[config.mk]
export PLATFORM = sky130hd
export DESIGN_NAME = remote_update_seq
export DESIGN_NICKNAME = d
export VERILOG_FILES = /design/src/rtl/ru_pkg.sv /design/src/rtl/ru_param_access.sv /design/src/rtl/remote_update_seq.sv
export SDC_FILE = /design/constraint.sdc
export NUM_CORES = 1
export LEC_CHECK = 0
export CORE_MARGIN = 2
export CORE_UTILIZATION = 41
export DETAILED_ROUTE_END_ITERATION = 16
export PLACE_DENSITY = 0.78
export SLEW_MARGIN = 20
export SYNTH_ARGS = -nofsm -noshare
export SYNTH_HDL_FRONTEND = slang
export SYNTH_SLANG_ARGS = --single-unit
[constraint.sdc]
create_clock -name clock -period 1.87 [get_ports clock]
set_clock_uncertainty 0.15 [all_clocks]
set_input_delay 0.561 -clock clock [delete_from_list [all_inputs] [get_ports clock]]
set_output_delay 0.561 -clock clock [all_outputs]
set_load 0.01 [all_outputs]
[src/rtl/ru_pkg.sv]
// Shared definitions for the remote-update sequencer: parameter codes,
// reason bit positions, data widths and the FSM/access-phase encodings.
package ru_pkg;

  localparam int RU_DATA_W   = 22;
  localparam int RU_DOUT_W   = 24;
  localparam int RU_REASON_W = 5;

  localparam logic [2:0] RU_P_CDONE  = 3'b001;
  localparam logic [2:0] RU_P_WD_VAL = 3'b010;
  localparam logic [2:0] RU_P_WD_EN  = 3'b011;
  localparam logic [2:0] RU_P_BOOT   = 3'b100;
  localparam logic [2:0] RU_P_OSC    = 3'b110;
  localparam logic [2:0] RU_P_REASON = 3'b111;

  localparam int RU_R_CRC = 3;
  localparam int RU_R_WD  = 1;

  typedef enum logic [3:0] {
    ST_RU_RST,
    ST_INIT,
    ST_WR_CDONE,
    ST_WR_OSC,
    ST_WAIT_ADDR,
    ST_WR_ADDR,
    ST_WR_WD_VAL,
    ST_WR_WD_EN,
    ST_RD_REASON,
    ST_CHECK,
    ST_ARMED,
    ST_HOLD,
    ST_DONE
  } ru_state_e;

  typedef enum logic [2:0] {
    PH_IDLE,
    PH_SETUP,
    PH_STROBE,
    PH_GUARD,
    PH_POLL,
    PH_ACK
  } ru_phase_e;

endpackage

[src/rtl/ru_param_access.sv]
// One parameter read/write on the Remote Update megafunction:
// setup -> one-cycle strobe -> guard (busy ignored) -> poll busy low -> ack.
module ru_param_access
  import ru_pkg::*;
(
  input  logic                 clock,
  input  logic                 reset,
  input  logic                 start,
  input  logic                 rd,
  input  logic [2:0]           param,
  input  logic [RU_DATA_W-1:0] wdata,
  output logic                 ack,
  output logic [RU_DOUT_W-1:0] rdata,
  input  logic                 ru_busy,
  input  logic [RU_DOUT_W-1:0] ru_data_out,
  output logic                 ru_write_param,
  output logic                 ru_read_param,
  output logic [2:0]           ru_param,
  output logic [RU_DATA_W-1:0] ru_data_in
);

  ru_phase_e            phase_q, phase_d;
  logic                 rd_q, rd_d;
  logic [2:0]           param_q, param_d;
  logic [RU_DATA_W-1:0] wdata_q, wdata_d;
  logic [RU_DOUT_W-1:0] rdata_q, rdata_d;

  always_ff @(posedge clock or negedge reset) begin
    if (!reset) begin
      phase_q <= PH_IDLE;
      rd_q    <= 1'b0;
      param_q <= '0;
      wdata_q <= '0;
      rdata_q <= '0;
    end else begin
      phase_q <= phase_d;
      rd_q    <= rd_d;
      param_q <= param_d;
      wdata_q <= wdata_d;
      rdata_q <= rdata_d;
    end
  end

  // Address/data are only reloaded on start, so they stay put through the poll.
  always_comb begin
    phase_d = phase_q;
    rd_d    = rd_q;
    param_d = param_q;
    wdata_d = wdata_q;
    rdata_d = rdata_q;
    case (phase_q)
      PH_IDLE: begin
        if (start) begin
          rd_d    = rd;
          param_d = param;
          wdata_d = rd ? '0 : wdata;
          phase_d = PH_SETUP;
        end
      end
      PH_SETUP:  phase_d = PH_STROBE;
      PH_STROBE: phase_d = PH_GUARD;
      PH_GUARD:  phase_d = PH_POLL;
      PH_POLL: begin
        if (!ru_busy) begin
          rdata_d = ru_data_out;
          phase_d = PH_ACK;
        end
      end
      PH_ACK:    phase_d = PH_IDLE;
      default:   phase_d = PH_IDLE;
    endcase
  end

  assign ack            = (phase_q == PH_ACK);
  assign rdata          = rdata_q;
  assign ru_write_param = (phase_q == PH_STROBE) && !rd_q;
  assign ru_read_param  = (phase_q == PH_STROBE) && rd_q;
  assign ru_param       = param_q;
  assign ru_data_in     = wdata_q;

endmodule

[src/rtl/remote_update_seq.sv]
// Boot-time remote-update sequencer: programs CONF_DONE, oscillator, boot
// address and watchdog, reads the reconfig reason, then reconfigures on command.
// RU_WATCHDOG_EN enables the watchdog; otherwise the timeout write is skipped
// and the watchdog is written disabled.
module remote_update_seq
  import ru_pkg::*;
#(
  parameter int         ADDR_W      = 24,
  parameter int         N_IMAGES    = 2,
  parameter int         HOLD_CYCLES = 4,
  parameter logic [11:0] WD_TIMEOUT = 12'hFFF,
  localparam int        SEL_W       = (N_IMAGES > 1) ? $clog2(N_IMAGES) : 1
) (
  input  logic                     clock,
  input  logic                     reset,
  input  logic [N_IMAGES*ADDR_W-1:0] boot_addr,
  input  logic [SEL_W-1:0]         image_sel,
  input  logic                     addr_ready,
  input  logic                     control,
  output logic                     crc_error,
  output logic                     wd_error,
  output logic [4:0]               reason,
  output logic [SEL_W-1:0]         sel_latched,
  output logic                     done,
  output logic                     ru_reset,
  output logic                     ru_write_param,
  output logic                     ru_read_param,
  output logic [2:0]               ru_param,
  output logic [21:0]              ru_data_in,
  output logic [1:0]               ru_read_source,
  output logic                     ru_reconfig,
  input  logic                     ru_busy,
  input  logic [23:0]              ru_data_out
);

  localparam int N_SLOTS = 1 << SEL_W;
  localparam int HOLD_W  = (HOLD_CYCLES > 1) ? $clog2(HOLD_CYCLES) : 1;

`ifdef RU_WATCHDOG_EN
  localparam logic [RU_DATA_W-1:0] WD_EN_DATA = RU_DATA_W'(1);
`else
  localparam logic [RU_DATA_W-1:0] WD_EN_DATA = '0;
`endif

  ru_state_e               state_q, state_d;
  logic                    issued_q, issued_d;
  logic [HOLD_W-1:0]       hold_cnt_q, hold_cnt_d;
  logic [SEL_W-1:0]        sel_q, sel_d;
  logic [ADDR_W-1:0]       addr_q, addr_d;
  logic [RU_REASON_W-1:0]  reason_q, reason_d;
  logic                    crc_q, crc_d;
  logic                    wd_q, wd_d;

  logic                    acc_start;
  logic                    acc_rd;
  logic [2:0]              acc_param;
  logic [RU_DATA_W-1:0]    acc_wdata;
  logic                    acc_ack;
  logic [RU_DOUT_W-1:0]    acc_rdata;
  logic                    is_access;
  logic                    rdata_unused;

  // Image table padded to a power of two so any image_sel value indexes safely.
  logic [ADDR_W-1:0] img_addr [N_SLOTS];
  logic [SEL_W-1:0]  sel_eff;

  for (genvar gi = 0; gi < N_SLOTS; gi++) begin : g_img
    if (gi < N_IMAGES) begin : g_real
      assign img_addr[gi] = boot_addr[gi*ADDR_W +: ADDR_W];
    end else begin : g_pad
      assign img_addr[gi] = '0;
    end
  end

  assign sel_eff      = (int'(image_sel) < N_IMAGES) ? image_sel : '0;
  assign rdata_unused = ^acc_rdata[RU_DOUT_W-1:RU_REASON_W];

  always_ff @(posedge clock or negedge reset) begin
    if (!reset) begin
      state_q    <= ST_RU_RST;
      issued_q   <= 1'b0;
      hold_cnt_q <= '0;
      sel_q      <= '0;
      addr_q     <= '0;
      reason_q   <= '0;
      crc_q      <= 1'b0;
      wd_q       <= 1'b0;
    end else begin
      state_q    <= state_d;
      issued_q   <= issued_d;
      hold_cnt_q <= hold_cnt_d;
      sel_q      <= sel_d;
      addr_q     <= addr_d;
      reason_q   <= reason_d;
      crc_q      <= crc_d;
      wd_q       <= wd_d;
    end
  end

  always_comb begin
    state_d    = state_q;
    issued_d   = issued_q;
    hold_cnt_d = hold_cnt_q;
    sel_d      = sel_q;
    addr_d     = addr_q;
    reason_d   = reason_q;
    crc_d      = crc_q;
    wd_d       = wd_q;
    is_access  = 1'b0;
    acc_rd     = 1'b0;
    acc_param  = RU_P_CDONE;
    acc_wdata  = '0;

    case (state_q)
      ST_RU_RST: begin
        if (!ru_busy) state_d = ST_INIT;
      end
      ST_INIT: begin
        crc_d    = 1'b0;
        wd_d     = 1'b0;
        reason_d = '0;
        state_d  = ST_WR_CDONE;
      end
      ST_WR_CDONE: begin
        is_access = 1'b1;
        acc_param = RU_P_CDONE;
        acc_wdata = RU_DATA_W'(1);
        if (acc_ack) state_d = ST_WR_OSC;
      end
      ST_WR_OSC: begin
        is_access = 1'b1;
        acc_param = RU_P_OSC;
        acc_wdata = RU_DATA_W'(1);
        if (acc_ack) state_d = ST_WAIT_ADDR;
      end
      ST_WAIT_ADDR: begin
        if (addr_ready) begin
          sel_d   = sel_eff;
          addr_d  = img_addr[sel_eff];
          state_d = ST_WR_ADDR;
        end
      end
      ST_WR_ADDR: begin
        is_access = 1'b1;
        acc_param = RU_P_BOOT;
        acc_wdata = RU_DATA_W'(addr_q >> 2);
        if (acc_ack) begin
`ifdef RU_WATCHDOG_EN
          state_d = ST_WR_WD_VAL;
`else
          state_d = ST_WR_WD_EN;
`endif
        end
      end
`ifdef RU_WATCHDOG_EN
      ST_WR_WD_VAL: begin
        is_access = 1'b1;
        acc_param = RU_P_WD_VAL;
        acc_wdata = RU_DATA_W'(WD_TIMEOUT);
        if (acc_ack) state_d = ST_WR_WD_EN;
      end
`endif
      ST_WR_WD_EN: begin
        is_access = 1'b1;
        acc_param = RU_P_WD_EN;
        acc_wdata = WD_EN_DATA;
        if (acc_ack) state_d = ST_RD_REASON;
      end
      ST_RD_REASON: begin
        is_access = 1'b1;
        acc_rd    = 1'b1;
        acc_param = RU_P_REASON;
        if (acc_ack) begin
          reason_d = acc_rdata[RU_REASON_W-1:0];
          state_d  = ST_CHECK;
        end
      end
      ST_CHECK: begin
        if (reason_q[RU_R_CRC]) begin
          crc_d   = 1'b1;
          state_d = ST_DONE;
        end else if (reason_q[RU_R_WD]) begin
          wd_d    = 1'b1;
          state_d = ST_DONE;
        end else begin
          state_d = ST_ARMED;
        end
      end
      ST_ARMED: begin
        hold_cnt_d = '0;
        if (!control) state_d = ST_HOLD;
      end
      ST_HOLD: begin
        if (hold_cnt_q == HOLD_W'(HOLD_CYCLES - 1)) state_d = ST_DONE;
        else hold_cnt_d = hold_cnt_q + HOLD_W'(1);
      end
      ST_DONE: state_d = ST_DONE;
      default: state_d = ST_RU_RST;
    endcase

    // Exactly one start per access state; the flag drops with the ack.
    if (acc_start) issued_d = 1'b1;
    else if (acc_ack) issued_d = 1'b0;
  end

  assign acc_start = is_access && !issued_q;

  ru_param_access u_access (
    .clock          (clock),
    .reset          (reset),
    .start          (acc_start),
    .rd             (acc_rd),
    .param          (acc_param),
    .wdata          (acc_wdata),
    .ack            (acc_ack),
    .rdata          (acc_rdata),
    .ru_busy        (ru_busy),
    .ru_data_out    (ru_data_out),
    .ru_write_param (ru_write_param),
    .ru_read_param  (ru_read_param),
    .ru_param       (ru_param),
    .ru_data_in     (ru_data_in)
  );

  assign ru_reset       = (state_q == ST_RU_RST);
  assign ru_reconfig    = (state_q == ST_HOLD);
  assign done           = (state_q == ST_DONE);
  assign ru_read_source = 2'b00;
  assign crc_error      = crc_q;
  assign wd_error       = wd_q;
  assign reason         = reason_q;
  assign sel_latched    = sel_q;

endmodule

# Yosys cells after proc, flatten, opt, wreduce, memory -nomap -nowiden
# Index checks and enable logic that the tools add are counted.
[totals]
elab_cells = 105
inputBits = 78
ff_bits = 73
output_inout_bits = 40
[op_classes]
magnitude_cmp = 1
n_reduce_logical = 22
n_mux = 34
n_addsub = 1
bitwise = 2
n_eq_ne = 32
[op_table]
columns = ["cell", "count"]
rows = [
  ["$mux 24", 3],
  ["$pmux 4 s12", 1],
  ["$pmux 22 s2", 1],
  ["$mux 4", 9],
  ["$ne 2x2->1 const B", 14],
  ["$mux 22", 1],
  ["$eq 4x4->1 const B", 5],
  ["$pmux 3 s5", 1],
  ["$reduce_and 2->1", 7],
  ["$eq 4x3->1 const B", 3],
  ["$mux 3", 4],
  ["$pmux 3 s4", 1],
  ["$pmux 5 s2", 1],
  ["$reduce_and 9->1", 1],
  ["$eq 4x2->1 const B", 2],
  ["$reduce_bool 2->1", 4],
  ["$mux 1", 7],
  ["$eq 3x2->1 const B", 2],
  ["$eq 3x3->1 const B", 2],
  ["$mux 5", 1],
  ["$reduce_or 5->1", 1],
  ["$eq 4x1->1 const B", 1],
  ["$logic_not 4->1", 1],
  ["$pmux 1 s2", 2],
  ["14 further kinds", 17],
]

# Logic depth before layout (Yosys ltp)
# Gate-level depths: netlist of the first run.
[depth]
word_depth = 6
depth_mapped = 7
depth_no_buf = 5

# Modules after synthesis
# From an unflattened synthesis of the first run, not the netlist that was laid out.
[hier_totals]
hier_cells = 371
hier_area_um2 = 4302.9
[by_module_without_submodules]
columns = ["mod", "seq_area_each_um2", "n_inst", "cells_per_inst", "area_each_um2"]
rows = [
  ["ru_param_access", 1326.3, 1, 148, 2223.4],
  ["remote_update_seq", 925.9, 1, 223, 2079.5],
]

# Worst setup path after synthesis of the first run
# OpenSTA, ideal clock, no wires.
[synth_timing]
kind = "register -> register"
from = "reg state_q[2]"
to = "reg u_access.wdata_q[0], in the netlist u_access.ru_data_in[0]"
t_arrival_ns = 1.801
stages_incl_launch_ff = 7
n_path_buf = 2
period_less_slack_ns = 2.076
setup_time_ns = 0.125
required_time_ns = 1.595
path_slack_ns = -0.206
path_cell_list = "dfrtp_1 -> buf_6 -> or4b_4 -> o21ai_2 -> and4bb_1 -> buf_6 -> mux2_2"
[synth_between]
elab_chain_len = 5
elab_cells_between_ends = 13
cone_classes = "5 x eq/ne; 4 x mux; 4 x reduce/logical"
[synth_rtl]
columns = ["item", "line", "text"]
rows = [
  ["start, declared", "remote_update_seq.sv:45", "ru_state_e state_q, state_d;"],
  ["start signal, assigned", "remote_update_seq.sv:89", "state_q <= state_d;"],
  ["$eq 4x4->1 (tied with other cells)", "remote_update_seq.sv:114", "case (state_q)"],
  ["$reduce_or 5->1 (no line)", "n/a", ""],
  ["$mux 1", "remote_update_seq.sv:114", ""],
  ["$logic_and 1x1->1", "remote_update_seq.sv:206", "assign acc_start = is_access && !issued_q;"],
  ["$reduce_and 2->1 (no line)", "n/a", ""],
  ["end signal, assigned", "ru_param_access.sv:39", "wdata_q <= wdata_d;"],
  ["end, declared", "ru_param_access.sv:25", "logic [RU_DATA_W-1:0] wdata_q, wdata_d;"],
]
# Several ways; a longest one is shown, not always the timed one.
# A chain may end at the register's enable or synchronous reset.

# Worst setup path after layout of the first run
[layout_timing]
from = "reg state_q[1]"
to = "reg u_access.wdata_q[15], in the netlist u_access.ru_data_in[15]"
# Same word-level chain as after synthesis.

==> run summary, run 1 <==
Worst Hold Depth -> 1
antenna cells -> 0
setup ws final -> -279.5 ps
pins over their slew limit -> 0
Initial Utilization -> 41.67%
CTS sink count -> 71
Setup violations, final -> 58
synth top area cells -> dfrtp_1, mux2i_1, nor2_1
clk_lat worst skew -> 340 ps
R2R cell count -> 7
EDFF count, synth -> 0
critical path type -> flip-flop to flip-flop
Worst path slowest cell -> or4b_4
Post-Synth Adder-Cell Area -> 0.3691%
Seq/Total Area, Yosys -> 52.42%
CORE AREA -> 8134 sq um
Synth top area share -> 52.42%
initial antenna violation count -> 0
Detail Placement HPWL -> 5.694 mm
CP most frequent cell -> buf_12
Max Fclk -> 465.2 MHz
area leader, netlist -> dfrtp_1
RR Startpoint -> state_q[1]$_DFFE_PN0P_
vias in the first global route -> 2827
utilization after layout -> 64.67%
Min-Delay Path Class -> flip-flop to flip-flop
outcome -> finished, violations left
worst setup path end -> u_access.ru_data_in[15]$_DFFE_PN0P_
Final Hold Viols -> 0
final WL -> 8.741 mm
row count -> 33
crit-path cells -> buf_6 > or4b_4 > o21ai_4 > and4bb_4 > buf_12 > buf_12 > mux2i_2
Clock power frac -> 17.2%
post-route DRC violation count -> 0
RSZ-0062 raised after global routing -> yes
Synth cell types -> 41
Worst Path Required -> 1970 ps
largest family of logic cells by synthesized area -> multiplexers
compound-cell area share of the yosys netlist -> 9.671%
Switching Share -> 35.61%
internal power -> 4.222 mW
fraction of layout instances using a drive strength above 1 -> 24.09%
sequential share of power -> 35.9%
worst slew pin tran -> 558.3 ps
Die Wd -> 94.93 microns
router iterations before antenna repair -> 4
gpl congestion -> 0.8206
top_reg_cell synth -> dfrtp_1
fin crit share -> 114.9%
Comb power frac -> 46.9%
First DRT Iteration DRCs -> 121
CTS tree -> yes
mux cell area share after synthesis -> 16.94%
Crit Path Max Fanout -> 5
Simple-Gate Fraction of Synth Area -> 12.99%
die area -> 9011 sq um
Routed Antenna Nets -> 0
pin count of the biggest net entering global routing -> 32
GRT overflow -> 0
Layout area overhead -> 55.19%
maximum vdd drop -> 0.5392 mV
Arr. time, crit path -> 2250 ps
Longest Clk Path Bufs -> 2
# fillers -> 620
Vias/cell -> 4.922
GR Util All Layers -> 19.10%
asr flop ratio synth -> 100.0%
first-pass GRT wire length -> 13.21 mm
FF-to-FF End -> u_access.ru_data_in[15]$_DFFE_PN0P_
Slew HR -> 62.78%
Syn Area/Cell -> 10.37 sq um
power density cells -> 1247 nW/um^2
Worst Setup End Kind -> flip-flop
Post-Syn Area -> 3390 sq um
Crit. Startpoint -> state_q[1]$_DFFE_PN0P_
Final Critical Period -> 2150 ps
io pins -> 118
chip height -> 94.93 microns
Root Driver -> clkbuf_8
switching power -> 2.335 mW
max_cap viols -> 0
Lkg Pwr -> 2.402 nW
Yosys reg bits -> 71
cells after synthesis -> 327
total number of vias -> 2825
Yosys warnings -> 0
wire length per cell -> 15.23 microns
flop2flop setup slack -> -280 ps
Port Buffers -> 92
CTS Buf Count -> 9
clock transition at the registers of the reported paths -> 80 ps
xor and xnor area share after synthesis -> 0.2584%
setup tns final -> -8248 ps
H-tree Lvls -> 3
failing checks -> setup timing
Final Net Count -> 543
Setup crit start kind -> flip-flop
Crit path largest cell delay -> 510 ps
## cells by family after synthesis
logic type      count (synthesis)
simple gates                   96
flops                          71
mux                            56
compound gates                 52
buf+inv                        49
fa+ha+maj                       1
other cells                     1
xor+xnor                        1
## repair_timing
action	4_1_cts	5_1_grt
gates resized for setup	83	29
pin swaps	15	16
endpoints found under the hold margin	11	0
hold buffers	1	0
gates cloned	2	2
setup endpoints to repair	69	61
setup buffers	14	6
## placed cells by master (no fill, tap or decap), types with 3 or more instances in the layout
master,netlist,routed
a2111oi_4,0,3
a21oi_1,28,27
a22o_1,5,5
buf_12,2,8
buf_2,2,5
buf_4,3,29
buf_6,2,13
buf_8,0,3
clkbuf_8,0,10
clkdlybuf4s50_1,0,53
dfrtp_1,71,70
dlygate4sd2_1,0,33
inv_1,26,26
mux2_2,11,7
mux2_4,0,4
mux2i_1,45,43
nand2_1,30,29
nand2b_1,6,6
nor2_1,39,36
nor3_1,7,5
o21ai_0,3,3
o2bb2ai_2,0,3
## synth_stat cells (2+ instances only)
| library cell | instances |
|---|---|
| nand3b_1 | 2 |
| nor3b_1 | 2 |
| mux2i_1 | 45 |
| nor3_1 | 7 |
| nand2_1 | 30 |
| dfrtp_1 | 71 |
| o21ai_0 | 3 |
| a21oi_1 | 28 |
| clkbuf_1 | 14 |
| a22o_1 | 5 |
| buf_2 | 2 |
| a31oi_1 | 2 |
| nand2b_1 | 6 |
| a2111oi_0 | 3 |
| o2bb2ai_1 | 3 |
| and3_1 | 2 |
| buf_4 | 3 |
| buf_6 | 2 |
| mux2_2 | 11 |
| inv_1 | 26 |
| nor2_1 | 39 |
| buf_12 | 2 |
## power by group through the flow
stage | logic [mW] | registers, mW | clock network (mW)
floorplan | 1.29 | 2.35 | 0
global placement | 2.21 | 2.35 | 0
detailed placement | 2.29 | 2.38 | 0
CTS | 2.65 | 2.34 | 1.15
global route | 3.32 | 2.41 | 1.23
finish | 3.08 | 2.35 | 1.13
## per-stage QoR
step	setup WS [ps]	total power [mW]	cell area (sq um)	hold slack, ps	std cells
after detailed placement	-328.9	4.672	4623	322.9	536
final	-279.5	6.557	5260	342.3	574
after floorplan	-193.3	3.639	3403	115.4	328
after CTS	-304.0	6.139	5035	342.8	568
after global placement	-293.7	4.560	4623	322.5	536
after global routing	-333.4	6.966	5260	371.0	574
## worst max-delay path, delay by kind of cell, from the launching register on
kind	cells	cell delay (ps)
and+or+nand+nor	2	810
AOI/OAI and AO/OA	1	90
DFF	1	400
buffers and inverters	3	410
muxes	1	210
## flip-flops by register name, indices dropped and copies added (netlist names)
register and count:
u_access.ru_data_in 22, hold_cnt_q 2, wd_error 1, u_access.rdata 5, state_q 4, issued_q 1, sel_latched 1, reason 5
u_access.rd_q 1, u_access.ru_param 3, addr_q 22, crc_error 1, u_access.phase_q 3
## how the worst min path moves through the flow
stage	start	to	slack (ps)
floorplan	reset	addr_q[10]$_DFFE_PN0P_	120
global placement	u_access.rdata[3]$_DFFE_PN0P_	reason[3]$_DFFE_PN0P_	320
detailed placement	u_access.rdata[3]$_DFFE_PN0P_	reason[3]$_DFFE_PN0P_	320
CTS	u_access.rdata[3]$_DFFE_PN0P_	reason[3]$_DFFE_PN0P_	340
global route	u_access.rdata[3]$_DFFE_PN0P_	reason[3]$_DFFE_PN0P_	370
finish	u_access.rdata[3]$_DFFE_PN0P_	reason[3]$_DFFE_PN0P_	340
## routing by layer
| metal | up-vias | track usage, % | part of all wire [%] |
|---|---|---|---|
| li1 | 1375 | - | - |
| met1 | 1372 | 23.63 | 42 |
| met2 | 66 | 32.80 | 52 |
| met3 | 12 | 3.352 | 3.7 |
| met4 | 0 | 8.213 | 1.7 |
| met5 | - | 0 | 0 |
## area by class of cell
class                           instances  area, sq um  area share [%]
Clock inverter                          6        43.79          0.8325
Sequential cell                        71         1778           33.80
Tap cell                              105        131.4           2.498
Clock buffer                           10        137.6           2.617
Inverter                               26        97.59           1.855
Multi-Input combinational cell        208         1570           29.85
Timing Repair Buffer                  148         1501           28.54
Note: power is estimated with default switching activity, not from simulation.
==> inputs of run 2 (changes only) <==
Settings changed: PLACE_DENSITY 0.78 to unset, PLACE_DENSITY_LB_ADDON set to 0.2.
==> run 2 against run 1 <==
The flow still finishes with violations (setup timing); utilization rose by 0.34 points; register-to-register slack is essentially flat; non-clock buffer count grew 4; via count up 1.4%; die area unchanged; sequential share of layout area fell by 0.18 points; critical path depth unchanged; final area up 0.52%; hold slack better by 3.2 ps; sequential power about the same; flip-flop and latch count did not move.
==> run summary, run 2 (same netlist as run 1, synthesis figures left out) <==
router iterations before antenna repair -> 4 (unchanged)
# fillers -> 651 (was 620)
RSZ-0062 raised after global routing -> yes (unchanged)
row count -> 33 (unchanged)
GRT overflow -> 0 (unchanged)
Vias/cell -> 4.955 (was 4.922)
register area -> 1778 sq um (unchanged)
maximum vdd drop -> 0.6058 mV (was 0.5392 mV)
Area after DPL -> 4601 sq um (was 4623 sq um)
Final Critical Period -> 2155 ps (was 2150 ps)
Min-Delay Path Class -> flip-flop to flip-flop (unchanged)
GR Util All Layers -> 19.97% (was 19.10%)
Lkg Pwr -> 2.432 nW (was 2.402 nW)
Tot Pwr -> 6.821 mW (was 6.557 mW)
chip height -> 94.93 microns (unchanged)
flop2flop setup slack -> -290 ps (was -280 ps)
Crit. Startpoint -> state_q[1]$_DFFE_PN0P_ (unchanged)
io pins -> 118 (unchanged)
CTS sink count -> 71 (unchanged)
most common cell after layout, fill and taps aside -> dfrtp_1 (unchanged)
placed insts -> 533 (was 536)
Worst Setup End Kind -> flip-flop (unchanged)
gpl congestion -> 0.8376 (was 0.8206)
fin area -> 5288 sq um (was 5260 sq um)
initial antenna violation count -> 0 (unchanged)
outcome -> finished, violations left (unchanged)
CTS Buf Count -> 9 (unchanged)
WHS -> 345.5 ps (was 342.3 ps)
Root Driver -> clkbuf_8 (unchanged)
first-pass GRT wire length -> 13.57 mm (was 13.21 mm)
Crit Path Max Fanout -> 6 (was 5)
Routed Antenna Nets -> 0 (unchanged)
post-route DRC violation count -> 0 (unchanged)
Layout area overhead -> 56.00% (was 55.19%)
wire length per cell -> 15.11 microns (was 15.23 microns)
vias in the first global route -> 2758 (was 2827)
pins over their slew limit -> 0 (unchanged)
FF-to-FF End -> u_access.ru_data_in[17]$_DFFE_PN0P_ (was u_access.ru_data_in[15]$_DFFE_PN0P_)
Initial Utilization -> 41.67% (unchanged)
First DRT Iteration DRCs -> 128 (was 121)
max_cap viols -> 0 (unchanged)
R2R cell count -> 7 (unchanged)
commonest non-fill, non-tap cells in the layout -> dfrtp_1, clkdlybuf4s50_1, mux2i_1, buf_4, nor2_1 (was dfrtp_1, clkdlybuf4s50_1, mux2i_1, nor2_1, dlygate4sd2_1)
Setup crit start kind -> flip-flop (unchanged)
CTS tree -> yes (unchanged)
clk_lat worst skew -> 340 ps (about the same)
final WL -> 8.731 mm (was 8.741 mm)
Final Net Count -> 547 (was 543)
H-tree Lvls -> 3 (unchanged)
total number of vias -> 2864 (was 2825)
clock transition at the registers of the reported paths -> 80 ps (about the same)
critical path type -> flip-flop to flip-flop (unchanged)
Worst Path Required -> 1980 ps (was 1970 ps)
Longest Clk Path Bufs -> 2 (unchanged)
fin crit share -> 115.3% (was 114.9%)
worst setup path end -> u_access.ru_data_in[17]$_DFFE_PN0P_ (was u_access.ru_data_in[15]$_DFFE_PN0P_)
Arr. time, crit path -> 2270 ps (was 2250 ps)
pin count of the biggest net entering global routing -> 35 (was 32)
setup ws final -> -285.3 ps (was -279.5 ps)
RR Startpoint -> state_q[1]$_DFFE_PN0P_ (unchanged)
Final Hold Viols -> 0 (unchanged)
antenna cells -> 0 (unchanged)
Setup violations, final -> 33 (was 58)
power density cells -> 1290 nW/um^2 (was 1247 nW/um^2)
CORE AREA -> 8134 sq um (unchanged)
Worst Hold Depth -> 1 (unchanged)
Detail Placement HPWL -> 5.472 mm (was 5.694 mm)
multi-input logic area -> 1549 sq um (was 1570 sq um)
failing checks -> setup timing (unchanged)
Port Buffers -> 92 (unchanged)
die area -> 9011 sq um (unchanged)
fraction of layout instances using a drive strength above 1 -> 24.95% (was 24.09%)
utilization after layout -> 65.01% (was 64.67%)
Die Wd -> 94.93 microns (unchanged)
Max Fclk -> 464.0 MHz (was 465.2 MHz)
final cell count without fillers -> 578 (was 574)
[run 2: routing by layer]
| metal | global-route usage (%) | up-vias | wire [microns] |
|---|---|---|---|
| met4 | 7.729 | 0 | 158 |
| met5 | 0 | - | 0 |
| met1 | 25.85 | 1395 | 3799 |
| met2 | 32.98 | 75 | 4421 |
| met3 | 4.070 | 15 | 351 |
| li1 | - | 1379 | - |
[run 2: critical path, cell delays in order, from the launching register on]
cell	delay [ps]
dfrtp_1	400
buf_6	130
or4b_4	500
o21ai_4	90
and4bb_4	300
buf_12	150
buf_12	140
mux2i_2	220
[run 2: how the worst min path moves through the flow]
stage                                             from                            endpoint
floorplan                                        reset              addr_q[10]$_DFFE_PN0P_
global placement         u_access.rdata[1]$_DFFE_PN0P_               reason[1]$_DFFE_PN0P_
detailed placement       u_access.rdata[3]$_DFFE_PN0P_               reason[3]$_DFFE_PN0P_
CTS                      u_access.rdata[3]$_DFFE_PN0P_               reason[3]$_DFFE_PN0P_
global route        u_access.ru_data_in[6]$_DFFE_PN0P_  u_access.ru_data_in[6]$_DFFE_PN0P_
finish                   u_access.rdata[3]$_DFFE_PN0P_               reason[3]$_DFFE_PN0P_
[run 2: layout make-up]
cell class              instances  share of cell area, %
flip-flops and latches         71                  33.63
multi-input cells             208                  29.29
repair buffers                152                  28.14
well taps                     105                  2.485
clock buffers                   9                  2.343
clock inverters                 7                  2.272
inverters                      26                  1.846
[run 2: through the flow]
stage	setup slack, ps	TNS, ps
floorplan	-193.3	-3175
global route	-330.5	-8560
global placement	-310.5	-9900
CTS	-295.6	-6803
finish	-285.3	-6576
detailed placement	-307.4	-11260
[run 2: timing repair]
item,CTS,global route
hold endpoints to repair,22,0
setup buffers,16,16
pin swaps,9,18
gates resized for setup,82,30
setup endpoints to repair,69,64
hold buffers,1,0
gates cloned,3,1
[run 2: report_power, final]
part | switching, mW | total [mW] | leakage (nW) | internal, mW
Combinational | 1.39 | 2.99 | 1.41 | 1.60
Sequential | 0.303 | 2.35 | 0.902 | 2.04
Clock | 0.596 | 1.49 | 0.120 | 0.890
==> inputs of run 3 (changes only) <==
Settings changed: CTS_CLUSTER_DIAMETER set to 60.
==> results of run 3 <==
No change in the layout: final DEF, timing and power equal those of run 2.
